### src/rtl/div_sequencer.sv
// -----------------------------------------------------------------------------
// div_sequencer
//
// Multicycle sequencer for the RV32M divide/remainder path. It takes a decoded
// divider op and two 32-bit operands, runs a radix-2 restoring division with
// one quotient bit per cycle, and applies the RISC-V sign, divide-by-zero and
// signed-overflow rules. The result goes to the ALU result mux.
//
// Ports
//   clk        in   core clock, rising edge
//   resetn     in   synchronous active-low reset
//   DIVop      in   DIV_OP_DIV / DIV_OP_DIVU / DIV_OP_REM / DIV_OP_REMU
//   dividend   in   rs1 value
//   divisor    in   rs2 value
//   div_valid  in   request, held high by the control unit until div_ready
//   div_ready  out  one-cycle completion pulse (registered state DONE)
//   div_rdata  out  result, holds until the next accepted request
//   dbg_state  out  current FSM state (IDLE=0, CALC=1, DONE=2)
//
// Handshake: a request is accepted on any rising edge where the block is IDLE,
// div_valid=1 and resetn=1. Operands and DIVop are sampled only on that edge.
// div_ready is high for exactly one cycle per accepted request, and div_rdata
// is valid in that cycle. If div_valid is still high in the IDLE cycle after
// DONE, that is a new request.
// -----------------------------------------------------------------------------
module div_sequencer #(
  parameter int                    DIV_STEPS    = 32,
  parameter int                    DIV_OP_WIDTH = 2,
  parameter logic [DIV_OP_WIDTH-1:0] DIV_OP_DIV  = 2'd0,
  parameter logic [DIV_OP_WIDTH-1:0] DIV_OP_DIVU = 2'd1,
  parameter logic [DIV_OP_WIDTH-1:0] DIV_OP_REM  = 2'd2,
  parameter logic [DIV_OP_WIDTH-1:0] DIV_OP_REMU = 2'd3
) (
  input  logic                    clk,
  input  logic                    resetn,
  input  logic [DIV_OP_WIDTH-1:0] DIVop,
  input  logic [31:0]             dividend,
  input  logic [31:0]             divisor,
  input  logic                    div_valid,
  output logic                    div_ready,
  output logic [31:0]             div_rdata,
  output logic [1:0]              dbg_state
);

  localparam int CNT_W = $clog2(DIV_STEPS + 1);

  typedef enum logic [1:0] {
    ST_IDLE = 2'd0,
    ST_CALC = 2'd1,
    ST_DONE = 2'd2
  } state_t;

  state_t             state_q, state_d;
  logic [31:0]        rem_q, rem_d;
  logic [31:0]        quo_q, quo_d;
  logic [31:0]        dvsr_q, dvsr_d;
  logic [CNT_W-1:0]   cnt_q, cnt_d;
  logic               is_div_q, is_div_d;    // quotient op (DIV/DIVU) vs remainder op
  logic               neg_quo_q, neg_quo_d;  // signed op with differing operand signs
  logic               neg_rem_q, neg_rem_d;  // signed op with negative dividend
  logic [31:0]        rdata_q, rdata_d;

  // Request decode (only meaningful while IDLE)
  logic        req_is_div;
  logic        req_signed;
  logic        a_neg;
  logic        b_neg;
  logic [31:0] a_abs;
  logic [31:0] b_abs;
  logic        div_zero;
  logic        sgn_ovf;

  // One restoring step
  logic [32:0] rem_sh;
  logic [32:0] trial;
  logic [31:0] step_rem;
  logic [31:0] step_quo;
  logic [31:0] final_res;

  always_comb begin
    req_is_div = (DIVop == DIV_OP_DIV) || (DIVop == DIV_OP_DIVU);
    req_signed = (DIVop == DIV_OP_DIV) || (DIVop == DIV_OP_REM);
    a_neg      = req_signed & dividend[31];
    b_neg      = req_signed & divisor[31];
    // |0x80000000| wraps to 0x80000000, which the unsigned datapath handles.
    a_abs      = a_neg ? (~dividend + 32'd1) : dividend;
    b_abs      = b_neg ? (~divisor + 32'd1) : divisor;
    div_zero   = (divisor == 32'd0);
    sgn_ovf    = req_signed && (dividend == 32'h8000_0000) && (divisor == 32'hFFFF_FFFF);
  end

  always_comb begin
    // Remainder stays below the divisor, so the shifted value fits in 33 bits
    // and bit 32 of the 33-bit difference is a reliable borrow flag.
    rem_sh    = {rem_q, quo_q[31]};
    trial     = rem_sh - {1'b0, dvsr_q};
    step_rem  = trial[32] ? rem_sh[31:0] : trial[31:0];
    step_quo  = {quo_q[30:0], ~trial[32]};
    if (is_div_q) begin
      final_res = neg_quo_q ? (~step_quo + 32'd1) : step_quo;
    end else begin
      final_res = neg_rem_q ? (~step_rem + 32'd1) : step_rem;
    end
  end

  always_comb begin
    state_d   = state_q;
    rem_d     = rem_q;
    quo_d     = quo_q;
    dvsr_d    = dvsr_q;
    cnt_d     = cnt_q;
    is_div_d  = is_div_q;
    neg_quo_d = neg_quo_q;
    neg_rem_d = neg_rem_q;
    rdata_d   = rdata_q;

    case (state_q)
      ST_IDLE: begin
        if (div_valid) begin
          is_div_d  = req_is_div;
          neg_quo_d = a_neg ^ b_neg;
          neg_rem_d = a_neg;
          if (div_zero) begin
            rdata_d = req_is_div ? 32'hFFFF_FFFF : dividend;
            state_d = ST_DONE;
          end else if (sgn_ovf) begin
            rdata_d = req_is_div ? 32'h8000_0000 : 32'd0;
            state_d = ST_DONE;
          end else begin
            rem_d   = 32'd0;
            quo_d   = a_abs;
            dvsr_d  = b_abs;
            cnt_d   = '0;
            state_d = ST_CALC;
          end
        end
      end
      ST_CALC: begin
        rem_d = step_rem;
        quo_d = step_quo;
        cnt_d = cnt_q + 1'b1;
        if (cnt_q == CNT_W'(DIV_STEPS - 1)) begin
          rdata_d = final_res;
          state_d = ST_DONE;
        end
      end
      ST_DONE: begin
        state_d = ST_IDLE;
      end
      default: begin
        state_d = ST_IDLE;
      end
    endcase
  end

  always_ff @(posedge clk) begin
    if (!resetn) begin
      state_q   <= ST_IDLE;
      rem_q     <= 32'd0;
      quo_q     <= 32'd0;
      dvsr_q    <= 32'd0;
      cnt_q     <= '0;
      is_div_q  <= 1'b0;
      neg_quo_q <= 1'b0;
      neg_rem_q <= 1'b0;
      rdata_q   <= 32'd0;
    end else begin
      state_q   <= state_d;
      rem_q     <= rem_d;
      quo_q     <= quo_d;
      dvsr_q    <= dvsr_d;
      cnt_q     <= cnt_d;
      is_div_q  <= is_div_d;
      neg_quo_q <= neg_quo_d;
      neg_rem_q <= neg_rem_d;
      rdata_q   <= rdata_d;
    end
  end

  assign div_ready = (state_q == ST_DONE);
  assign div_rdata = rdata_q;
  assign dbg_state = state_q;

endmodule

### config.mk
export PLATFORM = sky130hd
export DESIGN_NAME = div_sequencer
export DESIGN_NICKNAME = d
export VERILOG_FILES = /design/src/rtl/div_sequencer.sv
export SDC_FILE = /design/constraint.sdc
export NUM_CORES = 1
export LEC_CHECK = 0
export BUFFER_PORTS_ARGS = -buffer_cell sky130_fd_sc_hd__buf_2
export CAP_MARGIN = 20
export CORE_ASPECT_RATIO = 1.5
export CORE_MARGIN = 4
export CORE_UTILIZATION = 55
export CTS_CLUSTER_SIZE = 8
export DETAILED_ROUTE_END_ITERATION = 6
export GPL_TIMING_DRIVEN = 0
export HOLD_SLACK_MARGIN = 0.12
export PLACE_DENSITY_LB_ADDON = 0.2
export SETUP_SLACK_MARGIN = 0.2
export SLEW_MARGIN = 30
export SYNTH_ARGS = -nofsm -noshare
export SYNTH_HDL_FRONTEND = slang
export SYNTH_SLANG_ARGS = --single-unit
### constraint.sdc
create_clock -name clk -period 9.1 [get_ports clk]
set_input_delay 0.455 -clock clk [delete_from_list [all_inputs] [get_ports clk]]
set_output_delay 0.455 -clock clk [all_outputs]
set_load 0.01 [all_outputs]
==> metrics.md <==
| Metric | Value |
|---|---|
| Status | finished, final reports clean |
| Via count | 12530 |
| Most common cell in the synthesized netlist | dfxtp_1 |
| Ys async rst share | 0% |
| Layout cells sized above 1 | 12.33% |
| Antenna Diode Count | 0 |
| Cell variety after synth | 95 |
| Dpl cell area | 12430 µm² |
| Synth warnings | 0 |
| Slew @ Worst Pin | 1.030 ns |
| Worst EP required | 9.40 ns |
| Final Cell Area | 12990 µm² |
| Post-CTS Resized | 0 |
| Io pins | 104 |
| P per Cell Area | 173.5 nW/µm² |
| Top cells by count, synth | dfxtp_1, nand2_1, a21oi_1 |
| Post-synth EDFFs | 0 |
| Die Wd | 126.5 µm |
| LEAKAGE | 5.057 nW |
| Fmax achieved | 137.3 MHz |
| Vias in the first global route | 12250 |
| Mapped Area | 11580 µm² |
| Max Fanout on Critical Path | 10 |
| Syn Area/Cell | 7.647 µm² |
| Global route total overflow | 0 |
| Synth area leaders | dfxtp_1, xnor2_1, a21oi_1, o21ai_0, ha_1 |
| Synth Flop Type | dfxtp_1 |
| CORE AREA | 20580 µm² |
| Slew Limit Fails | 0 |
| Detailed Routing Iterations Pass 1 | 7 |
| Hold-fix buffers at CTS | 0 |
| First-pass GRT wire length | 67.14 mm |
| Die area | 23500 µm² |
| Syn Inst Count | 1515 |
| Crit. End Element | flip-flop |
| Initial DRC count | 1316 |
| CTS tree | done |
| Longest Clk Path Bufs | 2 |
| Fill cell total of the finished layout | 1952 |
| Critical-path top delay cell | clkbuf_1 |
| Die Y | 185.8 µm |
| Sequential cell area | 2783 µm² |
| Crit path DAT | 7.58 ns |
| Internal | 1.374 mW |
| Share of power burned in the clock network | 30.5% |
| Critical Path Max Stage Delay | 0.58 ns |
| Clk_lat worst skew | 0.45 ns |
| Setup TNS | 0 ns |
| Via density | 6.555 |
| Tot Pwr | 2.254 mW |
| Sequential area share after synthesis | 24.02% |
| CP top delay family | compound AO/OA/AOI/OAI gates |
| # DRC | 0 |
| Final period util | 80.02% |
| Sw Share | 39.02% |
| Min Tclk post-route | 7.281 ns |
| GPL Wtd Cong | 0.9996 |
| GR Util All Layers | 36.64% |
| Row count | 64 |
| Post-layout nets | 1744 |
| Synth top area share | 24.02% |
| RSZ-0062 raised after global routing | no |
| Worst-path cell chain | inv_1 -> ha_1 -> inv_1 -> fa_1 -> a211oi_2 -> o211ai_1 -> nand4_2 -> a211oi_4 -> o21a_2 -> nor2_2 -> inv_2 -> buf_1 -> clkbuf_1 -> nor2_1 -> a21oi_1 -> ha_1 -> nand2_1 -> a21oi_1 -> nor4b_1 -> o22a_1 -> nand3_2 -> or4b_1 -> nand4_1 -> a31oi_1 |
| CP Class | flip-flop to flip-flop |
| Net Count, Synth | 1623 |
| Clk sinks | 139 |
| Clk slew on worst S/H paths | 0.06 ns |
| Final Hold Fails | 0 |
| Layout area overhead | 12.12% |
| Buf/Inv on CP | 5 |
| Post-route antenna net violation count | 0 |
| DP Wirelength | 34.56 mm |
| Maximum VDD drop | 0.0001365 V |
| Worst setup SP type | flip-flop |
| Initial antenna violation count | 1 |
| Maxcap violations | 0 |
| Multi-input gate area | 8155 µm² |
| Largest net degree at the start of global routing | 17 |
| Final WL | 43.71 mm |
| Number of H-tree levels | 4 |
| HP Class | input pin to flip-flop |
| Sequential share of power | 30.0% |
| PortBufs | 102 |
| Post-CTS setup buffers | 0 |
| Combinational share of power | 39.5% |
| Total CTS buffers | 17 |
| Rel. slew slack | 31.35% |
| Initial core utilization | 56.29% |
| Cell taking the most area after synthesis | dfxtp_1 |
| Number of synthesized register bits | 139 |
| Final setup viols | 0 |
| Root Driver | clkbuf_16 |
| Clock Skews | 0.006387 ns |
| DR WL/cell | 22.87 µm |
| P_sw | 0.8796 mW |
[layout by cell type, fill, tap and decap left out, drive strengths merged, types with 7 or more instances in the layout]
cell type	instances
nand4	23
nor3	29
ha	38
o41ai	11
xor2	51
nor4	16
nand2b	13
o31ai	25
xnor2	82
or3	22
o211ai	30
nor2	103
a21oi	124
a222oi	30
or2	7
or4	17
o21a	12
inv	55
a21o	14
buf	136
nand3	26
o211a	32
and2	16
nor2b	73
nand2	121
dfxtp	139
o21ai	128
mux2i	24
clkbuf	95
a31oi	28
a22oi	9
a211oi	13
[sequential cells by signal, summed over array words and instances (netlist names)]
signal,count
div_rdata,32
dvsr_q,32
quo_q,32
rem_q,32
cnt_q,6
dbg_state,2
is_div_q,1
neg_quo_q,1
neg_rem_q,1
[power groups by stage]
stage          logic, mW  clock network, mW  registers, mW
4_1_cts            0.872              0.685          0.675
3_5_place_dp       0.867                  0          0.688
5_1_grt            0.966              0.709          0.680
6_report           0.890              0.687          0.677
3_3_place_gp       0.859                  0          0.687
2_1_floorplan      0.637                  0          0.676
[final cells by class]
type                    count  area share, %
clock inverters             9         0.7514
plain buffers             108          3.429
repair buffers            102          3.930
inverters                  55          1.589
flip-flops and latches    139          21.42
well taps                 264          2.543
multi-input cells        1213          62.79
clock buffers              21          3.545
[per-layer routing]
layer / wire (µm) / global-route usage [%] / part of all wire, %
met4: 3275 / 25.98 / 7.5
met3: 2692 / 5.627 / 6.2
met5: 13 / 0 / 0.030
met1: 15560 / 38.13 / 36
met2: 22170 / 66.73 / 51
[per-stage QoR]
step	setup slack (ns)	util [%]	std cells	hold slack [ns]
after global placement	2.037	60.38	1881	0.4787
after global routing	1.629	63.11	1911	0.4065
after detailed placement	2.038	60.38	1881	0.4839
after floorplan	4.094	-	1515	0.4536
final	1.819	63.11	1911	0.3737
after CTS	2.021	63.09	1911	0.3730
[worst register-to-register path, delay by kind of cell, from the launching register on]
family	cells	cell delay, ns
compound gates	8	2.40
simple gates	8	1.94
buf+inv	5	1.45
fa+ha+maj	3	0.78
flops	1	0.57
[cells by family after synthesis]
group / synth area share, %
xor gates and xnor gates: 10.06
and+or+nand+nor: 22.44
DFF: 24.02
buffers and inverters: 5.627
adders and majority gates: 4.277
AOI/OAI and AO/OA: 31.21
muxes: 2.365
[path summary, 6_finish.rpt]
| kind | from | end | slack (ns) | depth (start not counted) |
|---|---|---|---|---|
| hold reg to reg | div_rdata[28]$_SDFFE_PN0P_ | div_rdata[28]$_SDFFE_PN0P_ | 0.49 | 2 |
| setup reg to reg | quo_q[31]$_SDFFE_PN0P_ | div_rdata[24]$_SDFFE_PN0P_ | 1.82 | 24 |
| setup / recovery | quo_q[31]$_SDFFE_PN0P_ | div_rdata[24]$_SDFFE_PN0P_ | 1.82 | 24 |
| hold / removal | dividend[0] | quo_q[0]$_SDFFE_PN0P_ | 0.37 | 3 |
No activity file was read; power rests on OpenSTA's default activity.
